File: src/rtl/video_chunk_requester.sv
// Issues one {vPos, chunkNum} read request per video chunk of a frame, limited by FIFO space and a pixel credit budget.
// Optional feature: define VIDEO_REQUEST_LINE_REPEAT_EN to request every line twice in succession.
module video_chunk_requester #(
    parameter int unsigned CHUNK_BITS      = 5,
    parameter int unsigned H_ACTIVE        = 640,
    parameter int unsigned V_ACTIVE        = 480,
    parameter int unsigned MAX_OUTSTANDING = 128
) (
    input  logic                  scalerClock,
    input  logic                  reset,
    input  logic                  frameStart,
    output logic                  requestFifoWriteEnable,
    input  logic                  requestFifoFull,
    output logic [21-CHUNK_BITS:0] requestFifoWriteData,
    input  logic                  pixelConsumed,
    output logic [11:0]           outstandingPixels,
    output logic                  busy,
    output logic                  frameDone
);

    localparam int unsigned CHUNK_SIZE = 1 << CHUNK_BITS;
    localparam int unsigned NCH        = (H_ACTIVE + CHUNK_SIZE - 1) / CHUNK_SIZE;
    localparam int unsigned V_W        = 11;
    localparam int unsigned C_W        = 11 - CHUNK_BITS;
    localparam int unsigned CNT_W      = 12;

`ifdef VIDEO_REQUEST_LINE_REPEAT_EN
    localparam bit LINE_REPEAT = 1'b1;
`else
    localparam bit LINE_REPEAT = 1'b0;
`endif

    typedef enum logic [1:0] {
        IDLE  = 2'd0,
        ISSUE = 2'd1,
        DRAIN = 2'd2
    } stateT;

    stateT             state, stateNext;
    logic [V_W-1:0]    vPos, vPosNext;
    logic [C_W-1:0]    chunkNum, chunkNumNext;
    logic              repeatPass, repeatPassNext;
    logic [CNT_W-1:0]  outstandingNext;
    logic              frameDoneNext;
    logic              writeEnable;
    logic              creditOk;
    logic              lastChunk;
    logic              lastLine;

    // State and datapath registers
    always_ff @(posedge scalerClock or posedge reset) begin
        if (reset) begin
            state             <= IDLE;
            vPos              <= '0;
            chunkNum          <= '0;
            repeatPass        <= 1'b0;
            outstandingPixels <= '0;
            frameDone         <= 1'b0;
        end else begin
            state             <= stateNext;
            vPos              <= vPosNext;
            chunkNum          <= chunkNumNext;
            repeatPass        <= repeatPassNext;
            outstandingPixels <= outstandingNext;
            frameDone         <= frameDoneNext;
        end
    end

    // Request qualification: one request per cycle while credit and FIFO space allow
    always_comb begin
        creditOk    = ((CNT_W + 1)'(outstandingPixels) + (CNT_W + 1)'(CHUNK_SIZE))
                      <= (CNT_W + 1)'(MAX_OUTSTANDING);
        writeEnable = (state == ISSUE) && !requestFifoFull && creditOk;
        lastChunk   = (chunkNum == C_W'(NCH - 1));
        lastLine    = (vPos == V_W'(V_ACTIVE - 1));
    end

    // Next-state and position sequencing
    always_comb begin
        stateNext      = state;
        vPosNext       = vPos;
        chunkNumNext   = chunkNum;
        repeatPassNext = repeatPass;
        frameDoneNext  = 1'b0;

        case (state)
            IDLE: begin
                if (frameStart) begin
                    stateNext      = ISSUE;
                    vPosNext       = '0;
                    chunkNumNext   = '0;
                    repeatPassNext = 1'b0;
                end
            end
            ISSUE: begin
                if (writeEnable) begin
                    if (!lastChunk) begin
                        chunkNumNext = chunkNum + C_W'(1);
                    end else begin
                        chunkNumNext = '0;
                        if (LINE_REPEAT && !repeatPass) begin
                            repeatPassNext = 1'b1;
                        end else begin
                            repeatPassNext = 1'b0;
                            if (lastLine) begin
                                vPosNext  = '0;
                                stateNext = DRAIN;
                            end else begin
                                vPosNext = vPos + V_W'(1);
                            end
                        end
                    end
                end
            end
            DRAIN: begin
                if (outstandingPixels == '0) begin
                    stateNext     = IDLE;
                    frameDoneNext = 1'b1;
                end
            end
            default: begin
                stateNext = IDLE;
            end
        endcase
    end

    // Credit counter: +CHUNK_SIZE per request, -1 per consumed pixel, floor at zero
    always_comb begin
        outstandingNext = outstandingPixels;
        case ({writeEnable, pixelConsumed})
            2'b10:   outstandingNext = outstandingPixels + CNT_W'(CHUNK_SIZE);
            2'b11:   outstandingNext = outstandingPixels + CNT_W'(CHUNK_SIZE - 1);
            2'b01:   outstandingNext = (outstandingPixels == '0) ? '0
                                       : outstandingPixels - CNT_W'(1);
            default: outstandingNext = outstandingPixels;
        endcase
    end

    assign requestFifoWriteEnable = writeEnable;
    assign requestFifoWriteData   = {vPos, chunkNum};
    assign busy                   = (state != IDLE);

endmodule

File: config.mk
export PLATFORM = sky130hd
export DESIGN_NAME = video_chunk_requester
export DESIGN_NICKNAME = d
export VERILOG_FILES = /design/src/rtl/video_chunk_requester.sv
export SDC_FILE = /design/constraint.sdc
export NUM_CORES = 1
export LEC_CHECK = 0
export ABC_AREA = 1
export BUFFER_PORTS_ARGS = -buffer_cell sky130_fd_sc_hd__buf_2
export CAP_MARGIN = 10
export CORE_MARGIN = 3
export CORE_UTILIZATION = 50
export CTS_CLUSTER_DIAMETER = 60
export DETAILED_ROUTE_END_ITERATION = 7
export GPL_TIMING_DRIVEN = 1
export PLACE_DENSITY_LB_ADDON = 0.12
export SLEW_MARGIN = 0
export SYNTH_ARGS = -nofsm -noshare
export SYNTH_HDL_FRONTEND = slang
export SYNTH_SLANG_ARGS = --single-unit
File: constraint.sdc
create_clock -name scalerClock -period 3.63 [get_ports scalerClock]
set_clock_uncertainty 0.05 [all_clocks]
set_input_delay 0.363 -clock scalerClock [delete_from_list [all_inputs] [get_ports scalerClock]]
set_output_delay 0.363 -clock scalerClock [all_outputs]
set_load 0.1 [all_outputs]
==> results_dict.tcl, run 1 <==
set metrics [dict create \
    detail_route.iter0.violations 117 \
    clock_latency_on_the_worst_skew_pair_ns 0.29 \
    seq_total_area_yosys 0.3241 \
    tritoncts_clock_tree "built" \
    cts_htree_levels 2 \
    antenna_violating_nets_post_route 0 \
    drive_gt1_frac 0.2036 \
    yosysWarnings 0 \
    total_neg_setup_slack_ns 0 \
    grt_first_pass_wirelength_mm 9.680 \
    post-route-drc-count 0 \
    grt_overflow_total 0 \
    synth_largest_area_cell "sky130_fd_sc_hd__dfrtp_1" \
    dpl.hpwl_mm 4.178 \
    clkTransAtPathRegs_ns 0.07 \
    grt_setup_unrepaired "no" \
    core-area_sq_um 4564 \
    first_global_vias 2086 \
    hold_viol_final 0 \
    crit_path_end_kind "output port" \
    routabilityCongestion 0.9123 \
    timing.critical_path.to "requestFifoWriteEnable" \
    dieArea_sq_um 5822 \
    postSynthAreaPerCell_sq_um 7.020 \
    fmax_mhz 358.6 \
    detailedRoute.firstPassIterationCount 4 \
    setup_violations 0 \
    synth_top_cells_by_area "sky130_fd_sc_hd__dfrtp_1 32%, sky130_fd_sc_hd__nand2_1 14%, sky130_fd_sc_hd__nand3_1 8.1%" \
    synthesis.instances 352 \
    cts_root_buffer "sky130_fd_sc_hd__clkbuf_8" \
    maxSlewViolCount 0 \
    synth_cell_type_count 37 \
    ctsHoldBuffers 0 \
    max-slew-margin-rel 0.4646 \
    crit_slowest_cell "sky130_fd_sc_hd__dfrtp_1" \
    part_of_the_cycle_the_worst_path_needs 0.7683 \
    path_class "reg -> out" \
    detailroute.via_count 2302 \
    cts_made_buffers 5 \
    routed_wire_length_per_instance_um 12.21 \
    critPathRequiredTime_ns 3.22 \
    r2r_cells 12 \
    io_pins 37 \
    viasPerCell 5.082 \
    cp.arrival_ns 2.38 \
    startpoint_type "flop" \
    synth-seq-cells 32 \
    cts-root-to-sink-buffers 2 \
    r2r_start "outstandingPixels[5]" \
    synth_top_area_share 0.3241 \
    r2r-end "vPos[3]" \
    antenna_cells 0 \
    track_usage 0.1998 \
    timing.critical_path.from "outstandingPixels[5]" \
    synth_nets 364 \
    port_buffers 36 \
    die_width_um 76.30 \
    run_status "finished, final reports clean" \
    worstPathCellList "inv_1 -> ha_1 -> nor2_1 -> nand2_1 -> nand2_1 -> nand3_2 -> nor2_8 -> buf_2" \
    y_dimension_of_the_die_um 76.30 \
    worstPathMaxFanout 10 \
    routed_wirelength_mm 5.531 \
    cap_viol_max_count 0 \
    finalWorstPathRequiredPeriod_ns 2.789 \
    post_cts_sizing 0 \
    cp_common_cell "sky130_fd_sc_hd__nand2_1" \
    num-nets-final 399 \
    pin_count_of_the_biggest_net_entering_global_routing 22 \
    floorplan.initialDensity 0.5414 \
    max_stage_delay_ns 0.53 \
    number_of_antenna_violations_at_the_first_check_in_global_routing 0 \
    cts_sinks 32 \
    cts.repair_timing.setup_buffer_count 0 \
    timing.hold.worst.class "in -> async" \
    netlist_area_sq_um 2471 \
    worstMarginPinSlew_ns 0.8023 \
    syn_to_final_growth_pct 11.70 \
    row_count 24 \
    worst-r2r-setup-slack_ns 1.37 \
]
[flip-flops by register name, indices dropped and copies added (netlist names)]
register           count
vPos                  11
frameDone              1
state                  2
outstandingPixels     12
chunkNum               6
[layer usage]
metal,GRT usage,up-vias,share of wire
li1,-,1213,-
met1,0.2908,1031,0.52
met2,0.2979,51,0.43
met3,0.03546,7,0.042
met4,0.06703,0,0.014
met5,0,-,0
[how the worst min path moves through the flow]
| stage | start | end | slack, ns | depth (start not counted) |
|---|---|---|---|---|
| floorplan | reset | chunkNum[0] | 0.43 | 1 |
| global placement | vPos[3] | vPos[3] | 0.47 | 2 |
| detailed placement | vPos[3] | vPos[3] | 0.49 | 2 |
| CTS | reset | vPos[2] | 0.19 | 2 |
| global route | reset | outstandingPixels[4] | 0.22 | 2 |
| finish | reset | outstandingPixels[8] | 0.17 | 2 |
[cells in the final DEF (no fill, tap or decap), types with 2 or more instances in the layout]
master                      n
sky130_fd_sc_hd__nand2_1   89
sky130_fd_sc_hd__nand3_1   40
sky130_fd_sc_hd__nor2_1    38
sky130_fd_sc_hd__buf_2     36
sky130_fd_sc_hd__inv_1     35
sky130_fd_sc_hd__dfrtp_1   32
sky130_fd_sc_hd__xor2_1    11
sky130_fd_sc_hd__nor3_1    10
sky130_fd_sc_hd__o21ai_2   10
sky130_fd_sc_hd__nand4_1    8
sky130_fd_sc_hd__o21ai_0    8
sky130_fd_sc_hd__o21ai_1    7
sky130_fd_sc_hd__ha_1       7
sky130_fd_sc_hd__a21oi_1    6
sky130_fd_sc_hd__inv_2      6
sky130_fd_sc_hd__clkbuf_8   6
sky130_fd_sc_hd__nand2_2    4
sky130_fd_sc_hd__nor2_2     4
sky130_fd_sc_hd__or2_2      4
sky130_fd_sc_hd__nor3b_1    3
sky130_fd_sc_hd__o21bai_1   3
sky130_fd_sc_hd__nand3b_1   3
sky130_fd_sc_hd__nand3_2    2
sky130_fd_sc_hd__nor2_8     2
sky130_fd_sc_hd__nor2_4     2
sky130_fd_sc_hd__clkbuf_1   2
[worst max-delay path, delay by kind of cell (launching register included)]
family	cells	cell delay (ns)
flip-flops	1	0.53
adder cells (fa/ha/maj)	1	0.33
AND/OR/NAND/NOR	5	0.60
buffers and inverters	2	0.61
[area by class of cell]
| cell class | count | area [sq um] |
|---|---|---|
| clock buffers | 8 | 90.09 |
| fillers | 454 | 1804 |
| inverters | 42 | 157.7 |
| multi-input cells | 269 | 1443 |
| flip-flops and latches | 32 | 800.8 |
| well taps | 65 | 81.33 |
| repair buffers | 37 | 187.7 |
[through the flow]
stage                     hold slack (ns)  setup slack [ns]  instances  cell area [sq um]  utilization
after floorplan                    0.4292            0.7625        352               2471            -
after global placement             0.4680             1.200        445               2670       0.5850
after detailed placement           0.4920             1.160        445               2670       0.5850
after CTS                          0.1925            0.8369        453               2760       0.6047
after global routing               0.2205            0.6913        453               2760       0.6047
final                              0.1653            0.8411        453               2760       0.6047
[kinds of logic after synthesis]
kind of cell / after synthesis / share of synthesized area
XOR/XNOR: 12 / 0.04253
AND/OR/NAND/NOR: 213 / 0.4101
buffers and inverters: 51 / 0.09215
flip-flops: 32 / 0.3241
AO/OA/AOI/OAI: 37 / 0.09570
adder cells (fa/ha/maj): 7 / 0.03544
[cells in the mapped netlist]
cell	count
sky130_fd_sc_hd__nand2_1	89
sky130_fd_sc_hd__nor2_4	2
sky130_fd_sc_hd__o22ai_1	1
sky130_fd_sc_hd__nand3_1	40
sky130_fd_sc_hd__buf_6	2
sky130_fd_sc_hd__buf_8	1
sky130_fd_sc_hd__dfrtp_1	32
sky130_fd_sc_hd__nor2_1	38
sky130_fd_sc_hd__or2_2	4
sky130_fd_sc_hd__a211oi_1	1
sky130_fd_sc_hd__a21oi_1	6
sky130_fd_sc_hd__nor4_1	1
sky130_fd_sc_hd__inv_1	35
sky130_fd_sc_hd__o21ai_1	7
sky130_fd_sc_hd__and3_1	1
sky130_fd_sc_hd__o31ai_1	1
sky130_fd_sc_hd__o21ai_2	10
sky130_fd_sc_hd__nand4_1	8
sky130_fd_sc_hd__nor3b_1	3
sky130_fd_sc_hd__xor2_1	11
sky130_fd_sc_hd__nand2_2	4
sky130_fd_sc_hd__nor3_2	1
sky130_fd_sc_hd__nor2_2	4
sky130_fd_sc_hd__clkinv_1	1
sky130_fd_sc_hd__nor3_1	10
sky130_fd_sc_hd__buf_2	2
sky130_fd_sc_hd__nand3b_1	3
sky130_fd_sc_hd__xnor2_1	1
sky130_fd_sc_hd__o21ai_0	8
sky130_fd_sc_hd__nand2_4	1
sky130_fd_sc_hd__clkbuf_1	2
sky130_fd_sc_hd__nand3_2	2
sky130_fd_sc_hd__nor2_8	2
sky130_fd_sc_hd__ha_1	7
sky130_fd_sc_hd__buf_4	2
sky130_fd_sc_hd__inv_2	6
sky130_fd_sc_hd__o21bai_1	3
Power of run 1 is left out: the tool's default activity adds up to more than one toggle a clock period on the data nets, which glitch-free logic cannot reach.
==> run 2, diff against run 1 <==
clock period = 2.9 ns   (was 3.63 ns; I/O delays follow)
==> results_dict.tcl, run 2 (synthesis gave the netlist of run 1 again) <==
set metrics [dict create \
    worst_slack_on_hold_paths_ns 0.02639 \
    maxSlewViolCount 0 \
    cp_top_family "simple AND/OR/NAND/NOR gates" \
    y_dimension_of_the_die_um 76.30 \
    routed_wire_length_per_instance_um 12.69 \
    viasPerCell 5.265 \
    top_register "outstandingPixels" \
    cts_sinks 32 \
    biggestRegsByFlops "outstandingPixels: 12 flops, vPos: 11 flops, chunkNum: 6 flops" \
    most-common-layout-cells "89 x sky130_fd_sc_hd__nand2_1, 40 x sky130_fd_sc_hd__nand3_1, 38 x sky130_fd_sc_hd__nor2_1" \
    detailed_place.area_sq_um 2670 \
    post-route-drc-count 0 \
    setup_violations 0 \
    pin_count_of_the_biggest_net_entering_global_routing 33 \
    cts_root_buffer "sky130_fd_sc_hd__clkbuf_8" \
    number_of_antenna_violations_at_the_first_check_in_global_routing 0 \
    detailroute.via_count 2380 \
    clkTransAtPathRegs_ns 0.06 \
    cp.arrival_ns 2.37 \
    cts.repair_timing.setup_buffer_count 0 \
    worstPathCellList "inv_1 -> ha_1 -> nor2_1 -> nand2_1 -> nand2_1 -> nand3_2 -> nor2_8 -> buf_2" \
    num-nets-final 399 \
    tritoncts_clock_tree "built" \
    layout.cells.non_filler 452 \
    cts_htree_levels 2 \
    detailedRoute.firstPassIterationCount 5 \
    run_status "finished, final reports clean" \
    drive_gt1_frac 0.2041 \
    final_cell_area_sq_um 2748 \
    row_count 24 \
    mostFrequentLayoutCell "sky130_fd_sc_hd__nand2_1" \
    worstMarginPinSlew_ns 0.5615 \
    max_stage_delay_ns 0.52 \
    die_width_um 76.30 \
    syn_to_final_growth_pct 11.19 \
    num-fill-cells 465 \
    cp_common_cell "sky130_fd_sc_hd__nand2_1" \
    dpl.hpwl_mm 4.191 \
    antenna_violating_nets_post_route 0 \
    detail_route.iter0.violations 179 \
    ctsHoldBuffers 0 \
    grt_first_pass_wirelength_mm 9.811 \
    clock_latency_on_the_worst_skew_pair_ns 0.29 \
    cap_viol_max_count 0 \
    grt_setup_unrepaired "no" \
    timing.hold.worst.class "in -> async" \
    finalWorstPathRequiredPeriod_ns 2.706 \
    antenna_cells 0 \
    crit_path_end_kind "output port" \
    fmax_mhz 369.5 \
    core-area_sq_um 4564 \
    total_neg_setup_slack_ns 0 \
    hold_viol_final 0 \
    max-slew-margin-rel 0.6234 \
    place.detailed.instances 445 \
    port_buffers 36 \
    worstPathMaxFanout 10 \
    io_pins 37 \
    routabilityCongestion 0.8655 \
    dieArea_sq_um 5822 \
    first_global_vias 2072 \
    track_usage 0.2027 \
    cts_made_buffers 5 \
    part_of_the_cycle_the_worst_path_needs 0.9333 \
    timing.critical_path.buf_inv 2 \
    post_cts_sizing 0 \
    routed_wirelength_mm 5.737 \
    multiInputGateArea_sq_um 1443 \
    register_area_sq_um 800.8 \
    grt_overflow_total 0 \
    cts-root-to-sink-buffers 2 \
    floorplan.initialDensity 0.5414 \
    path_class "reg -> out" \
    startpoint_type "flop" \
    critPathRequiredTime_ns 2.56 \
    crit_slowest_cell "sky130_fd_sc_hd__dfrtp_1" \
    largest_register_ff_count 12 \
]
-- run 2: changes by cell type in the layout (fill, tap and decap cells not counted), sizes merged --
cell / delta
clkinv: +1
clkbuf: -2
-- run 2: layout make-up --
| type | count | area share |
|---|---|---|
| Clock buffer | 6 | 0.02641 |
| Sequential cell | 32 | 0.2914 |
| Inverter | 42 | 0.05738 |
| Multi-Input combinational cell | 269 | 0.5250 |
| Clock inverter | 1 | 0.001821 |
| Timing Repair Buffer | 37 | 0.06831 |
| Tap cell | 65 | 0.02960 |
-- run 2: layer usage --
| layer | wire, um | GRT usage | vias to the layer above |
|---|---|---|---|
| li1 | - | - | 1220 |
| met1 | 2865 | 0.2911 | 1078 |
| met2 | 2495 | 0.3093 | 75 |
| met3 | 321 | 0.04019 | 7 |
| met4 | 54 | 0.05616 | 0 |
| met5 | 0 | 0 | - |
-- run 2: final timing paths --
check                           slack (ns)                endpoint  depth (start not counted)                 start
max in group asynchronous             2.46                 vPos[9]                          3                 reset
worst max register to register        0.68                 vPos[3]                         11  outstandingPixels[5]
worst min-delay path                  0.03    outstandingPixels[6]                          3                 reset
min in group scalerClock              0.33   outstandingPixels[11]                          2         pixelConsumed
worst max-delay path                  0.19  requestFifoWriteEnable                          8  outstandingPixels[5]
worst min register to register        0.51                 vPos[3]                          2               vPos[3]
-- run 2: tightest hold or removal path: cells and delay by family --
family / cells / cell delay [ns]
buf+inv: 3 / 0.49
-- run 2: through the flow --
| stage | setup slack, ns | util |
|---|---|---|
| detailed placement | 0.5028 | 0.5850 |
| global route | 0.009462 | 0.6020 |
| finish | 0.1935 | 0.6020 |
| floorplan | 0.03251 | - |
| global placement | 0.5538 | 0.5850 |
| CTS | 0.1857 | 0.6020 |
Power of run 2 is left out for the same reason.
